$ cat src/rtl/bp_io_cmd_arbiter_if.sv
// Command/response bundle between the NBF loader, the ethernet bridge and the processor IO port.
// The arbiter connects through the slave modport; the environment drives through master.
interface bp_io_cmd_arbiter_if #(parameter int msg_width_p = 128);
    logic [1:0][msg_width_p-1:0] req_cmd_i;
    logic [1:0]                  req_cmd_v_i;
    logic [1:0]                  req_cmd_ready_and_o;
    logic [msg_width_p-1:0]      cmd_o;
    logic                        cmd_v_o;
    logic                        cmd_ready_and_i;
    logic [msg_width_p-1:0]      resp_i;
    logic                        resp_v_i;
    logic                        resp_yumi_o;
    logic [1:0][msg_width_p-1:0] req_resp_o;
    logic [1:0]                  req_resp_v_o;
    logic [1:0]                  req_resp_ready_and_i;
    logic                        err_unexpected_resp_o;
    logic [1:0][15:0]            grant_cnt_o;

    modport slave (
        input  req_cmd_i, req_cmd_v_i, cmd_ready_and_i, resp_i, resp_v_i, req_resp_ready_and_i,
        output req_cmd_ready_and_o, cmd_o, cmd_v_o, resp_yumi_o, req_resp_o, req_resp_v_o,
               err_unexpected_resp_o, grant_cnt_o
    );

    modport master (
        output req_cmd_i, req_cmd_v_i, cmd_ready_and_i, resp_i, resp_v_i, req_resp_ready_and_i,
        input  req_cmd_ready_and_o, cmd_o, cmd_v_o, resp_yumi_o, req_resp_o, req_resp_v_o,
               err_unexpected_resp_o, grant_cnt_o
    );
endinterface

$ cat src/rtl/bp_io_cmd_arbiter.sv
// Two-requester round-robin IO command arbiter with an in-order owner tag FIFO for response routing.
// Optional per-requester grant counters are built when BP_IO_ARB_GRANT_STATS_EN is defined.
module bp_io_cmd_arbiter #(
    parameter int msg_width_p   = 128,
    parameter int outstanding_p = 4,
    parameter int credit_p      = 2
) (
    input  logic                 clk_i,
    input  logic                 reset_n_i,
    bp_io_cmd_arbiter_if.slave   io
);
    localparam int ptr_w = $clog2(outstanding_p);
    localparam int cnt_w = ptr_w + 1;
    localparam int crd_w = $clog2(credit_p) + 1;
    localparam logic [cnt_w-1:0] depth_c      = cnt_w'(outstanding_p);
    localparam logic [crd_w-1:0] credit_max_c = crd_w'(credit_p);

    logic                  tag_mem [outstanding_p];
    logic [ptr_w-1:0]      wr_ptr;
    logic [ptr_w-1:0]      rd_ptr;
    logic [cnt_w-1:0]      count;
    logic [1:0][crd_w-1:0] credit;
    logic [1:0][crd_w-1:0] credit_nxt;
    logic                  last_grant;
    logic                  err;

    logic       full;
    logic       empty;
    logic [1:0] elig;
    logic       any;
    logic       winner;
    logic       head;
    logic       push;
    logic       pop;

    // Outputs are gated with reset so the block is silent while reset_n_i is low.
    always_comb begin
        full  = (count == depth_c);
        empty = (count == '0);
        for (int i = 0; i < 2; i++) begin
            elig[i] = io.req_cmd_v_i[i] & (credit[i] < credit_max_c) & ~full;
        end
        any    = (|elig) & reset_n_i;
        winner = (elig == 2'b11) ? ~last_grant : elig[1];
        head   = tag_mem[rd_ptr];
        push   = any & io.cmd_ready_and_i;
        pop    = reset_n_i & io.resp_v_i & ~empty & io.req_resp_ready_and_i[head];
    end

    always_comb begin
        for (int i = 0; i < 2; i++) begin
            credit_nxt[i] = credit[i];
            if (push && (winner == 1'(i))) credit_nxt[i] = credit_nxt[i] + crd_w'(1);
            if (pop && (head == 1'(i)))    credit_nxt[i] = credit_nxt[i] - crd_w'(1);
        end
    end

    always_comb begin
        io.cmd_v_o = any;
        io.cmd_o   = any ? io.req_cmd_i[winner] : '0;
        for (int i = 0; i < 2; i++) begin
            io.req_cmd_ready_and_o[i] = push & (winner == 1'(i));
            io.req_resp_v_o[i]        = reset_n_i & io.resp_v_i & ~empty & (head == 1'(i));
            io.req_resp_o[i]          = reset_n_i ? io.resp_i : '0;
        end
        io.resp_yumi_o           = pop;
        io.err_unexpected_resp_o = err;
    end

    // last_grant resets to 1 so requester 0 wins the first contested round.
    always_ff @(posedge clk_i or negedge reset_n_i) begin
        if (!reset_n_i) begin
            wr_ptr     <= '0;
            rd_ptr     <= '0;
            count      <= '0;
            credit     <= '0;
            last_grant <= 1'b1;
            err        <= 1'b0;
        end else begin
            if (push) wr_ptr <= wr_ptr + ptr_w'(1);
            if (pop)  rd_ptr <= rd_ptr + ptr_w'(1);
            case ({push, pop})
                2'b10:   count <= count + cnt_w'(1);
                2'b01:   count <= count - cnt_w'(1);
                default: count <= count;
            endcase
            credit <= credit_nxt;
            if (push) last_grant <= winner;
            if (io.resp_v_i && empty) err <= 1'b1;
        end
    end

    always_ff @(posedge clk_i) begin
        if (push) tag_mem[wr_ptr] <= winner;
    end

`ifdef BP_IO_ARB_GRANT_STATS_EN
    logic [1:0][15:0] grant_cnt;

    always_ff @(posedge clk_i or negedge reset_n_i) begin
        if (!reset_n_i) begin
            grant_cnt <= '0;
        end else begin
            for (int i = 0; i < 2; i++) begin
                if (push && (winner == 1'(i)) && (grant_cnt[i] != 16'hFFFF))
                    grant_cnt[i] <= grant_cnt[i] + 16'd1;
            end
        end
    end

    assign io.grant_cnt_o = grant_cnt;
`else
    assign io.grant_cnt_o = '0;
`endif
endmodule

$ cat src/flat_wrapper.sv
// flat-port wrapper written by rule: the top's interface ports become plain ports
module bp_io_cmd_arbiter_flat 
#(
    parameter int msg_width_p   = 128,
    parameter int outstanding_p = 4,
    parameter int credit_p      = 2
)
  (clk_i, reset_n_i, io_req_cmd_i, io_req_cmd_v_i, io_cmd_ready_and_i, io_resp_i, io_resp_v_i, io_req_resp_ready_and_i, io_req_cmd_ready_and_o, io_cmd_o, io_cmd_v_o, io_resp_yumi_o, io_req_resp_o, io_req_resp_v_o, io_err_unexpected_resp_o, io_grant_cnt_o);
  bp_io_cmd_arbiter_if #(.msg_width_p(msg_width_p)) io_i ();
  input  logic clk_i;
  input  logic reset_n_i;
  input wire logic [$bits(io_i.req_cmd_i)-1:0] io_req_cmd_i;
  input wire logic [$bits(io_i.req_cmd_v_i)-1:0] io_req_cmd_v_i;
  input wire logic [$bits(io_i.cmd_ready_and_i)-1:0] io_cmd_ready_and_i;
  input wire logic [$bits(io_i.resp_i)-1:0] io_resp_i;
  input wire logic [$bits(io_i.resp_v_i)-1:0] io_resp_v_i;
  input wire logic [$bits(io_i.req_resp_ready_and_i)-1:0] io_req_resp_ready_and_i;
  output wire logic [$bits(io_i.req_cmd_ready_and_o)-1:0] io_req_cmd_ready_and_o;
  output wire logic [$bits(io_i.cmd_o)-1:0] io_cmd_o;
  output wire logic [$bits(io_i.cmd_v_o)-1:0] io_cmd_v_o;
  output wire logic [$bits(io_i.resp_yumi_o)-1:0] io_resp_yumi_o;
  output wire logic [$bits(io_i.req_resp_o)-1:0] io_req_resp_o;
  output wire logic [$bits(io_i.req_resp_v_o)-1:0] io_req_resp_v_o;
  output wire logic [$bits(io_i.err_unexpected_resp_o)-1:0] io_err_unexpected_resp_o;
  output wire logic [$bits(io_i.grant_cnt_o)-1:0] io_grant_cnt_o;
  assign io_i.req_cmd_i = io_req_cmd_i;
  assign io_i.req_cmd_v_i = io_req_cmd_v_i;
  assign io_i.cmd_ready_and_i = io_cmd_ready_and_i;
  assign io_i.resp_i = io_resp_i;
  assign io_i.resp_v_i = io_resp_v_i;
  assign io_i.req_resp_ready_and_i = io_req_resp_ready_and_i;
  assign io_req_cmd_ready_and_o = io_i.req_cmd_ready_and_o;
  assign io_cmd_o = io_i.cmd_o;
  assign io_cmd_v_o = io_i.cmd_v_o;
  assign io_resp_yumi_o = io_i.resp_yumi_o;
  assign io_req_resp_o = io_i.req_resp_o;
  assign io_req_resp_v_o = io_i.req_resp_v_o;
  assign io_err_unexpected_resp_o = io_i.err_unexpected_resp_o;
  assign io_grant_cnt_o = io_i.grant_cnt_o;
  bp_io_cmd_arbiter #(.msg_width_p(msg_width_p), .outstanding_p(outstanding_p), .credit_p(credit_p)) u_core (.clk_i(clk_i), .reset_n_i(reset_n_i), .io(io_i));
endmodule
$ cat config.mk
export PLATFORM = sky130hd
export DESIGN_NAME = bp_io_cmd_arbiter_flat
export DESIGN_NICKNAME = d
export VERILOG_FILES = /design/src/rtl/bp_io_cmd_arbiter_if.sv /design/src/rtl/bp_io_cmd_arbiter.sv /design/src/flat_wrapper.sv
export SDC_FILE = /design/constraint.sdc
export NUM_CORES = 1
export LEC_CHECK = 0
export BUFFER_PORTS_ARGS = -buffer_cell sky130_fd_sc_hd__buf_2
export CORE_AREA = 2 2 315 317
export CTS_BUF_LIST = sky130_fd_sc_hd__clkbuf_4
export CTS_CLUSTER_SIZE = 10
export DETAILED_ROUTE_END_ITERATION = 8
export DIE_AREA = 0 0 317 319
export PLACE_DENSITY = 0.3
export SYNTH_ARGS = -nofsm -noshare
export SYNTH_HDL_FRONTEND = slang
export SYNTH_SLANG_ARGS = --single-unit
$ cat constraint.sdc
create_clock -name clk_i -period 5.3 [get_ports clk_i]
set_clock_uncertainty 0.1 [all_clocks]
set_input_delay 0.53 -clock clk_i [delete_from_list [all_inputs] [get_ports clk_i]]
set_output_delay 0.53 -clock clk_i [all_outputs]
set_load 0.1 [all_outputs]
# Word-level counts from Yosys, hierarchy flattened
# Memories as Yosys holds them, arrays and structs flattened.
# Cells that the tools add are included.
word_totals:
  register_bits: 13
  mem_bits_rw: 4
  memories: 1
memory_table:
  columns: ["name", "depth", "width", "read_ports", "rd_clocked_by_memory_dff", "write_ports", "line", "rtl"]
  rows:
  - ["u_core.tag_mem", 4, 1, 1, 0, 1, "bp_io_cmd_arbiter.sv:18", "logic tag_mem [outstanding_p];"]
classes:
  addsub: 8
  order_cmp: 4
  eq_ne: 4
  n_mux: 14
  bitwise: 18
  n_reduce_logical: 8
op_table:
  columns: ["cell", "count"]
  rows:
  - ["$mux W128", 4]
  - ["$and A1 B1 Y1", 13]
  - ["$add A2 B1 Y2 const B", 4]
  - ["$mux W2", 4]
  - ["$pmux W3 S2", 1]
  - ["$logic_and A1 B1 Y1", 5]
  - ["$mux W1", 5]
  - ["$not A1 Y1", 5]
  - ["$eq A2 B2 Y1 const B", 2]
  - ["$lt A1 B2 Y1 const B", 2]
  - ["$lt A2 B2 Y1 const B", 2]
  - ["$sub A2 B1 Y2 const B", 2]
  - ["$add A3 B1 Y3 const B", 1]
  - ["$eq A3 B3 Y1 const B", 1]
  - ["$logic_not A3 Y1", 1]
  - ["$sub A3 B1 Y3 const B", 1]
  - ["$eq A2 B1 Y1 const B", 1]
  - ["$reduce_bool A2 Y1", 1]
  - ["$reduce_or A2 Y1", 1]

# Depth between registers and ports, before layout
# Gate-level depths: netlist of the first run.
logic_depth:
  ltp_word: 10
  depth_mapped: 11
  depth_no_buf: 11

# Worst setup path before layout of the first run
# OpenSTA, ideal clock, no wires.
synth_path:
  path_type: "input to output"
  startpoint: "input io_req_cmd_v_i[0]"
  endpoint: "output io_cmd_o[100]"
  t_arrival_ns: 2.951
  required_time_ns: 4.670
  path_slack_ns: 1.719
  cell_stages: 6
  cell_sequence: "nor2b_1 -> a21o_1 -> buf_4 -> clkbuf_1 -> nand2_1 -> a21oi_1"
synth_via:
  elab_chain_cells: 7
  word_cells_on_any_way: 9
  cone_classes: "eq/ne (1); mux (4); bitwise (3); reduce/logical (1)"
synth_lines:
  columns: ["element", "line", "rtl"]
  rows:
  - ["start: declaration", "flat_wrapper.sv:13", "input wire logic [$bits(io_i.req_cmd_v_i)-1:0] io_req_cmd_v_i;"]
  - ["$and A1 B1 Y1 (*) (2 in series)", "bp_io_cmd_arbiter.sv:41", "elig[i] = io.req_cmd_v_i[i] & (credit[i] < credit_max_c) & ~full;"]
  - ["$eq A2 B2 Y1", "bp_io_cmd_arbiter.sv:44", "winner = (elig == 2'b11) ? ~last_grant : elig[1];"]
  - ["$mux W1", "bp_io_cmd_arbiter.sv:44", null]
  - ["$mux W128 (implied by the code) (2 in series)", "bp_io_cmd_arbiter.sv:60", "io.cmd_o = any ? io.req_cmd_i[winner] : '0;"]
  - ["$mux W128 (*)", "bp_io_cmd_arbiter.sv:60", null]
  - ["end: declaration", "flat_wrapper.sv:19", "output wire logic [$bits(io_i.cmd_o)-1:0] io_cmd_o;"]
# Mark *: on every way between the ends. The rest lies on a longest branch, timed or not. The select of a mux whose other input is x is not followed.

# Final worst setup path of the first run
layout_path:
  startpoint: "input reset_n_i"
  endpoint: "output io_cmd_o[22]"
layout_via:
  elab_chain_cells: 2
layout_lines:
  columns: ["element", "line", "rtl"]
  rows:
  - ["start: declaration", "flat_wrapper.sv:11", "input logic reset_n_i;"]
  - ["$and A1 B1 Y1", "bp_io_cmd_arbiter.sv:43", "any = (|elig) & reset_n_i;"]
  - ["$mux W128", "bp_io_cmd_arbiter.sv:60", null]
# No other way between the ends.

==> results of run 1 <==
-- final timing paths --
kind	from	slack, ps	end
max	reset_n_i	1520	io_cmd_o[22]
min	io_resp_v_i	350	u_core.io.err_unexpected_resp_o
max reg2reg	u_core.credit[3]	2430	u_core.count[2]
min reg2reg	u_core.io.err_unexpected_resp_o	370	u_core.io.err_unexpected_resp_o
max in group asynchronous	reset_n_i	3780	u_core.rd_ptr[1]
min in group asynchronous	reset_n_i	530	u_core.wr_ptr[1]
-- final cells by class --
| type | instances | area [um2] |
|---|---|---|
| Tap cell | 1287 | 1610 |
| Multi-Input combinational cell | 603 | 3073 |
| Antenna cell | 7 | 17.52 |
| Sequential cell | 17 | 446.7 |
| Clock inverter | 1 | 7.507 |
| Inverter | 6 | 22.52 |
| Timing Repair Buffer | 793 | 4064 |
| Fill cell | 11676 | 88440 |
| Clock buffer | 3 | 22.52 |
-- metal layers --
layer / wire, um / vias up
met2: 26990 / 589
met1: 22570 / 3422
li1: - / 3587
met4: 901 / 8
met5: 48 / -
met3: 4479 / 94
-- registers in the layout, indices dropped and copies added (netlist names) --
| name | count |
|---|---|
| u_core.count | 3 |
| u_core.credit | 4 |
| u_core.io.err_unexpected_resp_o | 1 |
| u_core.last_grant | 1 |
| u_core.rd_ptr | 2 |
| u_core.tag_mem | 4 |
| u_core.wr_ptr | 2 |
-- worst max-delay path, delay by kind of cell --
family,cells,cell delay (ps)
compound gates,1,360
buf+inv,4,1640
simple gates,1,400
-- what timing repair did --
action                                  in CTS  in global routing
endpoints found under the setup margin       0                  0
hold endpoints to repair                     6                  0
hold buffers                                 1                  0
buffers inserted                             0                  0
-- cell usage in the layout (no fill, tap or decap), drive strengths merged, types with 2 or more instances in the layout --
| cell type | synthesis | layout |
|---|---|---|
| a21o | 3 | 3 |
| nand2b | 2 | 2 |
| xor2 | 6 | 6 |
| ha | 5 | 5 |
| nand3 | 4 | 4 |
| edfxtp | 4 | 4 |
| clkbuf | 39 | 3 |
| diode | 0 | 7 |
| conb | 1 | 32 |
| mux2i | 3 | 3 |
| buf | 177 | 792 |
| nor3b | 2 | 2 |
| xnor2 | 6 | 6 |
| inv | 6 | 6 |
| dfrtp | 12 | 12 |
| and2 | 130 | 130 |
| nand2 | 262 | 262 |
| a21oi | 129 | 129 |
| nor2 | 5 | 5 |
| and3 | 4 | 4 |
-- power groups by stage --
stage / clock network (mW) / registers (mW) / logic [mW]
after CTS: 0.0938 / 0.264 / 3.89
after global placement: 0 / 0.267 / 3.91
final: 0.0844 / 0.263 / 3.83
after global routing: 0.0979 / 0.271 / 4.02
after floorplan: 0 / 0.274 / 3.12
after detailed placement: 0 / 0.266 / 3.89
-- kinds of logic (layout without fill, tap and decap cells) --
| group | count (synthesis) | after routing | share of synthesized area |
|---|---|---|---|
| adder cells (fa/ha/maj) | 6 | 6 | 0.01712 |
| AND/OR/NAND/NOR | 413 | 413 | 0.4054 |
| XOR/XNOR | 12 | 12 | 0.02179 |
| flip-flops | 17 | 17 | 0.09261 |
| AO/OA/AOI/OAI | 135 | 135 | 0.1481 |
| multiplexers | 5 | 5 | 0.01323 |
| buffers and inverters | 222 | 803 | 0.3009 |
| other | 1 | 39 | 0.0007775 |
-- metrics by stage --
step / worst slack, ps / hold WS, ps
after global placement: 1796 / 340.6
after global routing: 1420 / 327.6
final: 1515 / 352.0
after floorplan: 1719 / 134.4
after CTS: 1492 / 329.8
after detailed placement: 1853 / 344.7
==> qor.yml, run 1 <==
outcome:
  status: "finished, final reports clean"
sta:
  post-route-period-util: 0.7141
  post-route-min-period_ps: 3785
  finalHoldViolCount: 0
  rsz0062_at_grt: "no"
  fin_tns_setup_ps: 0
  worst_pin_slew_ps: 721.6
  slew_headroom: 0.5113
  max_freq_mhz: 264.2
  slew_viol_final: 0
  setup_violations: 0
yosys:
  synth_top_area_frac: 0.2506
  netlist_instances: 811
  yosysUniqueCellTypes: 38
  synth_largest_area_cell: "buf_4"
  ys_ff_latch: 17
  yosysWarnings: 0
  ys_top_cells_by_count: "nand2_1 (261), buf_4 (161), and2_1 (130)"
  ys.flop_type: "dfrtp_1"
  synth_top_cells_by_area: "buf_4 (25%), nand2_1 (20%), and2_1 (17%)"
  async_flop_share: 0.7647
  yosysSeqAreaShare: 0.09261
  synth.most_common_cell: "nand2_1"
  synth.avg_cell_area_um2: 5.947
  synth_edf_count: 4
  syn_area_mm2: 0.004823
place:
  dp_hpwl_um: 50050
  io_buffers: 782
  placed_cells: 2705
  place_area_mm2: 0.009206
  gp_congestion: 0.8518
route:
  via_per_inst: 2.834
  ant_nets: 0
  routed_wl_um: 54980
  dr.first_iter.drc_count: 366
  drt_first_pass_iters: 5
  route.detailed.drc: 0
  num_vias: 7700
  routedWlPerCell_um: 20.24
global_route:
  grt_max_degree: 129
  antenna_found_initial: 74
  gr-total-overflow: 0
  track_usage: 0.1012
  use_met1: 0.1235
  grt_busiest_layer: "met2"
  grt_pass1_vias: 7307
  met3_usage: 0.02380
  grt_pass1_wl_um: 67840
  grt_use_met2: 0.1795
clock_network:
  cts_tree: "yes"
  cts_root_buffer: "clkbuf_4"
  cts-buffers-inserted: 3
  cts_max_level: 1
  clk_pin_slew_ps: 130
  cts_resized: 0
  ctsLongestPathBuffers: 2
  cts_sinks: 17
  clock_latency_ps: 320
critical_path:
  crit_arrival_ps: 3150
  crit_fanout: 109
  critPathSlowestCell: "dlygate4sd3_1"
  cp.required_ps: 4670
  cp_cell_sequence: "dlygate4sd3_1, buf_4, nand3_4, buf_12, a21oi_1, buf_2"
  cp-end-kind: "primary output"
  slowest_delay_ps: 520
  reg2reg_depth: 11
  startpoint_type: "input port"
  critPathKind: "input port to primary output"
layout:
  fin_nets: 1822
  drive_gt1_frac: 0.5685
  fin_cells: 2717
  syn_to_final_growth_pct: 92.06
  fin_util: 0.09482
  final_cell_area_mm2: 0.009264
power:
  p_int_mw: 0.8272
  p_leak_nw: 5.188
  p_per_area_mw_per_mm2: 451.2
  clock_power_share: 0.020
  total_power_mw: 4.180
  ir_drop_uv: 194.9
  combPwrFrac: 0.917
  p_sw_mw: 3.353
  seq_power_share: 0.063
  switching_share: 0.8021
floorplan:
  fp.dieW_um: 317
  die_y_um: 319
  rows: 115
  start_util: 0.04937
  core_area_mm2: 0.09770
  io_pins: 815
  die_area_mm2: 0.1011
min_path:
  holdPathStages: 2
  hold_class: "input port to register"
job:
  max_cap_viol_count: 0
Note: power is estimated with default switching activity, not from simulation.
==> run 2, diff against run 1 <==
--- a/config.mk
+++ b/config.mk
@@ -11,7 +11,7 @@
 export CTS_CLUSTER_SIZE = 10
 export DETAILED_ROUTE_END_ITERATION = 8
 export DIE_AREA = 0 0 317 319
-export PLACE_DENSITY = 0.3
+export PLACE_DENSITY = 0.31
 export SYNTH_ARGS = -nofsm -noshare
 export SYNTH_HDL_FRONTEND = slang
 export SYNTH_SLANG_ARGS = --single-unit
==> constraint.sdc (replaced) <==
create_clock -name clk_i -period 3.3 [get_ports clk_i]
set_clock_uncertainty 0.1 [all_clocks]
set_input_delay 0.33 -clock clk_i [delete_from_list [all_inputs] [get_ports clk_i]]
set_output_delay 0.33 -clock clk_i [all_outputs]
set_load 0.1 [all_outputs]
==> run 2 against run 1 <==
Against the previous run: total power increased by 80%; die area did not move; largest power group unchanged; highest routed layer unchanged; final cell count increased by 0.48%; cell area grew 14%; sequential cell count unchanged; register-to-register slack lost 1800 ps.
==> qor.yml, run 2 (synthesis results as in run 1) <==
clock_network:
  cts-buffers-inserted: 3
  cts_sinks: 17
  cts_tree: "yes"
  cts_root_buffer: "clkbuf_4"
  clk_pin_slew_ps: 110
  cts_max_level: 1
  ctsLongestPathBuffers: 2
  clock_latency_ps: 310
  cts_resized: 0
critical_path:
  cp-end-kind: "primary output"
  critPathSlowestCell: "buf_2"
  slowest_delay_ps: 470
  cp_cell_sequence: "nand2b_1, a21oi_4, buf_12, buf_4, nand2_1, a21oi_1, buf_2"
  cp.required_ps: 2870
  cp.buffers_inverters: 3
  crit_fanout: 60
  crit_arrival_ps: 2650
  startpoint_type: "register"
  critPathKind: "register to primary output"
  critPathTopFamily: "buffers and inverters"
place:
  dp_slack_ps: 417.4
  placed_cells: 2718
  gp_congestion: 0.8670
  io_buffers: 782
  dp_hpwl_um: 54680
floorplan:
  fp.dieW_um: 317
  rows: 115
  start_util: 0.04937
  core_area_mm2: 0.09770
  io_pins: 815
  die_area_mm2: 0.1011
  die_y_um: 319
sta:
  setup_ws_ps: 223.0
  worst_pin_slew_ps: 793.5
  max_freq_mhz: 325.0
  finalHoldViolCount: 0
  fin_tns_setup_ps: 0
  rsz0062_at_grt: "no"
  slew_headroom: 0.4626
  post-route-period-util: 0.9324
  setup_violations: 0
  post-route-min-period_ps: 3077
  slew_viol_final: 0
power:
  switching_share: 0.7388
  p_per_area_mw_per_mm2: 714.5
  combPwrFrac: 0.928
  p_sw_mw: 5.572
  total_power_mw: 7.542
  p_leak_nw: 5.497
  ir_drop_uv: 362.7
  seq_power_share: 0.055
  clock_power_share: 0.017
  p_int_mw: 1.970
route:
  via_per_inst: 2.863
  routedWlPerCell_um: 21.60
  ant_nets: 0
  drt_first_pass_iters: 5
  num_vias: 7817
  dr.first_iter.drc_count: 376
  route.detailed.drc: 0
  routed_wl_um: 58970
layout:
  final_common_cell: "buf_2"
  reg_top3: "u_core.credit: 4 flops, u_core.tag_mem: 4 flops, u_core.count: 3 flops"
  fin_cells: 2730
  nFillCells: 11537
  fin_util: 0.1080
  final_cell_mix: "buf_2 (701), nand2_1 (261), and2_1 (130)"
  drive_gt1_frac: 0.5724
  fin_nets: 1835
  syn_to_final_growth_pct: 118.8
min_path:
  hold_class: "input port to register"
job:
  max_cap_viol_count: 0
global_route:
  gr-total-overflow: 0
  track_usage: 0.1105
  grt_pass1_vias: 7719
  grt_max_degree: 114
  antenna_found_initial: 80
  grt_pass1_wl_um: 73840
outcome:
  status: "finished, final reports clean"
==> run 2: changes by cell type in the layout (fill, tap and decap cells not counted), sizes merged <==
cell / before / now
buf: 792 / 805
==> run 2: power by group through the flow <==
stage                     Sequential (mW)  Clock [mW]  Combinational, mW
final                               0.417       0.125               7.00
after global placement              0.426           0               7.12
after CTS                           0.420       0.133               7.12
after floorplan                     0.440           0               5.02
after detailed placement            0.422           0               7.10
after global routing                0.439       0.145               7.33
==> run 2: metrics by stage <==
step | cell area (um2) | hold WS [ps]
global placement | 10500 | 188.2
CTS | 10540 | 158.2
detailed placement | 10500 | 186.5
finish | 10560 | 166.1
global route | 10550 | 166.1
floorplan | 4945 | -65.59
==> run 2: routing by layer <==
metal  vias up  track usage  share of wire  wire (um)
met5         -            0         0.0013         75
met4        12      0.01268          0.023       1343
met3       132      0.02881          0.083       4877
met2       603       0.2059           0.50      29550
met1      3450       0.1281           0.39      23120
li1       3620            -              -          -
==> run 2: final cells by class <==
type / instances / area (um2) / area share
diodes: 7 / 17.52 / 0.001660
clock buffers: 3 / 22.52 / 0.002134
clock inverters: 1 / 7.507 / 0.0007112
inverters: 6 / 22.52 / 0.002134
multi-input cells: 603 / 3078 / 0.2916
flip-flops and latches: 17 / 446.7 / 0.04232
well taps: 1287 / 1610 / 0.1526
repair buffers: 806 / 5350 / 0.5069
==> run 2: path summary, 6_finish.rpt <==
kind / start / to / slack, ps / depth (start not counted)
worst min register to register: u_core.io.err_unexpected_resp_o / u_core.io.err_unexpected_resp_o / 370 / 1
min in group asynchronous: reset_n_i / u_core.count[0] / 360 / 2
max in group asynchronous: reset_n_i / u_core.last_grant / 2160 / 3
worst min-delay path: io_resp_v_i / u_core.io.err_unexpected_resp_o / 170 / 2
worst max-delay path: u_core.credit[3] / io_cmd_o[99] / 220 / 7
worst max register to register: u_core.rd_ptr[0] / u_core.count[2] / 640 / 9
==> run 2: worst register-to-register path: stages, from the launching register on <==
cell and delay (ps):
dfrtp_1 440, mux4_2 600, mux2i_1 180, nor2_4 150, ha_1 210, inv_1 70
fa_1 430, xor2_1 150, nor2_1 120, xor2_1 150
==> run 2: repair_timing <==
action | in CTS | in global routing
hold buffers | 1 | 0
hold endpoints to repair | 4 | 0
setup buffers | 0 | 0
==> run 3, diff against run 2 <==
--- a/config.mk
+++ b/config.mk
@@ -7,7 +7,7 @@
 export LEC_CHECK = 0
 export BUFFER_PORTS_ARGS = -buffer_cell sky130_fd_sc_hd__buf_2
 export CORE_AREA = 2 2 315 317
-export CTS_BUF_LIST = sky130_fd_sc_hd__clkbuf_4
+export CTS_CLUSTER_DIAMETER = 200
 export CTS_CLUSTER_SIZE = 10
 export DETAILED_ROUTE_END_ITERATION = 8
 export DIE_AREA = 0 0 317 319
==> run 3 against run 2 <==
Against the previous run: largest cell class unchanged; critical path depth unchanged; non-clock buffer count unchanged; highest routed layer unchanged; die area did not move; cell area grew 0.50%; final cell count is the same; clock power is 100% higher; first-iteration DRC count down 6.4%; critical path type unchanged; hold slack better by 55 ps; via count up 0.23%; sequential share of layout area about the same; maximum frequency up 2.8%.
==> qor.yml, run 3 (synthesis results as in run 1) <==
sta:
  post-route-min-period_ps: 2994
  fin_tns_setup_ps: 0
  setup_violations: 0
  setup_ws_ps: 305.9
  finalHoldViolCount: 0
  slew_viol_final: 0
  max_freq_mhz: 334.0
  rsz0062_at_grt: "no"
  slew_headroom: 0.4662
  worst_pin_slew_ps: 788.2
  post-route-period-util: 0.9073
  holdWs_ps: 221.2
critical_path:
  cp_cell_sequence: "nand2b_1, a21oi_4, buf_12, buf_4, nand2_1, a21oi_1, buf_2"
  crit_arrival_ps: 2560
  critPathTopFamily: "buffers and inverters"
  reg2reg_depth: 9
  cp-end-kind: "primary output"
  crit_fanout: 60
  critPathSlowestCell: "buf_2"
  critPathKind: "register to primary output"
  cp.required_ps: 2870
  startpoint_type: "register"
  critical_path_depth: 7
  slowest_delay_ps: 470
  cp.buffers_inverters: 3
floorplan:
  rows: 115
  start_util: 0.04937
  die_y_um: 319
  io_pins: 815
  fp.dieW_um: 317
  core_area_mm2: 0.09770
  die_area_mm2: 0.1011
clock_network:
  clock_latency_ps: 250
  clk_pin_slew_ps: 50
  ctsLongestPathBuffers: 2
  cts_max_level: 1
  cts_tree: "yes"
  cts_root_buffer: "clkbuf_16"
  cts-buffers-inserted: 3
  cts_sinks: 17
global_route:
  grt_pass1_wl_um: 73840
  track_usage: 0.1104
  grt_pass1_vias: 7727
  gr-total-overflow: 0
  grt_max_degree: 114
  antenna_found_initial: 79
place:
  gp_congestion: 0.8670
  dp_hpwl_um: 54680
  placed_cells: 2718
  io_buffers: 782
  dp_slack_ps: 417.4
layout:
  drive_gt1_frac: 0.5724
  multiInputGateArea_mm2: 0.003078
  nFillCells: 11530
  fin_cells: 2730
  final_common_cell: "buf_2"
  final_cell_mix: "buf_2 (701), nand2_1 (261), and2_1 (130)"
  reg_top3: "u_core.credit: 4 flops, u_core.tag_mem: 4 flops, u_core.count: 3 flops"
  fin_nets: 1835
  register_area_um2: 446.7
  syn_to_final_growth_pct: 119.9
power:
  p_per_area_mw_per_mm2: 722.9
  ir_drop_uv: 362.8
  p_leak_nw: 5.521
route:
  route.detailed.drc: 0
  routedWlPerCell_um: 21.61
  routed_wl_um: 58990
  drt_first_pass_iters: 6
  ant_nets: 0
  num_vias: 7835
  dr.first_iter.drc_count: 352
  via_per_inst: 2.870
job:
  max_cap_viol_count: 0
min_path:
  holdPathStages: 2
  hold_class: "input port to register"
outcome:
  status: "finished, final reports clean"
[run 3: stage by stage]
| stage | power (mW) | utilization | area, um2 |
|---|---|---|---|
| after floorplan | 5.459 | - | 4945 |
| after global placement | 7.551 | 0.1074 | 10500 |
| after detailed placement | 7.524 | 0.1074 | 10500 |
| after CTS | 7.802 | 0.1084 | 10590 |
| after global routing | 8.036 | 0.1085 | 10600 |
| final | 7.668 | 0.1086 | 10610 |
[run 3: worst register-to-register path, stage by stage, from the launching register on]
cell and delay, ps:
dfrtp_1 410, mux4_2 600, mux2i_1 180, nor2_4 150
ha_1 210, inv_1 70, fa_1 430, xor2_1 150
nor2_1 120, xor2_1 150
[run 3: power breakdown]
part	switching (mW)	total, mW	internal (mW)
sequential	0.104	0.418	0.314
combinational	5.39	7.00	1.61
clock	0.0862	0.250	0.163
total	5.58	7.67	2.09
[run 3: layout make-up]
| cell class | instances | area share |
|---|---|---|
| repair buffers | 806 | 0.5044 |
| multi-input cells | 603 | 0.2902 |
| well taps | 1287 | 0.1518 |
| flip-flops and latches | 17 | 0.04211 |
| clock buffers | 3 | 0.007077 |
| inverters | 6 | 0.002123 |
| diodes | 7 | 0.001651 |
| clock inverters | 1 | 0.0007077 |
[run 3: worst paths after layout]
| path | from | endpoint | slack [ps] |
|---|---|---|---|
| min reg2reg | u_core.io.err_unexpected_resp_o | u_core.io.err_unexpected_resp_o | 350 |
| min in group asynchronous | reset_n_i | u_core.count[0] | 440 |
| max | u_core.credit[3] | io_cmd_o[99] | 310 |
| max in group asynchronous | reset_n_i | u_core.last_grant | 2100 |
| min | io_resp_v_i | u_core.io.err_unexpected_resp_o | 220 |
| max reg2reg | u_core.rd_ptr[0] | u_core.count[2] | 660 |
[run 3: routing by layer]
| metal | up-vias | part of all wire | GRT usage |
|---|---|---|---|
| li1 | 3619 | - | - |
| met1 | 3467 | 0.39 | 0.1281 |
| met2 | 607 | 0.50 | 0.2059 |
| met3 | 130 | 0.081 | 0.02842 |
| met4 | 12 | 0.022 | 0.01268 |
| met5 | - | 0.0013 | 0 |
[run 3: what timing repair did]
action                                 CTS  global route
gates resized for setup                  0             0
setup buffers                            0             0
hold buffers                             1             0
endpoints found under the hold margin    4             0
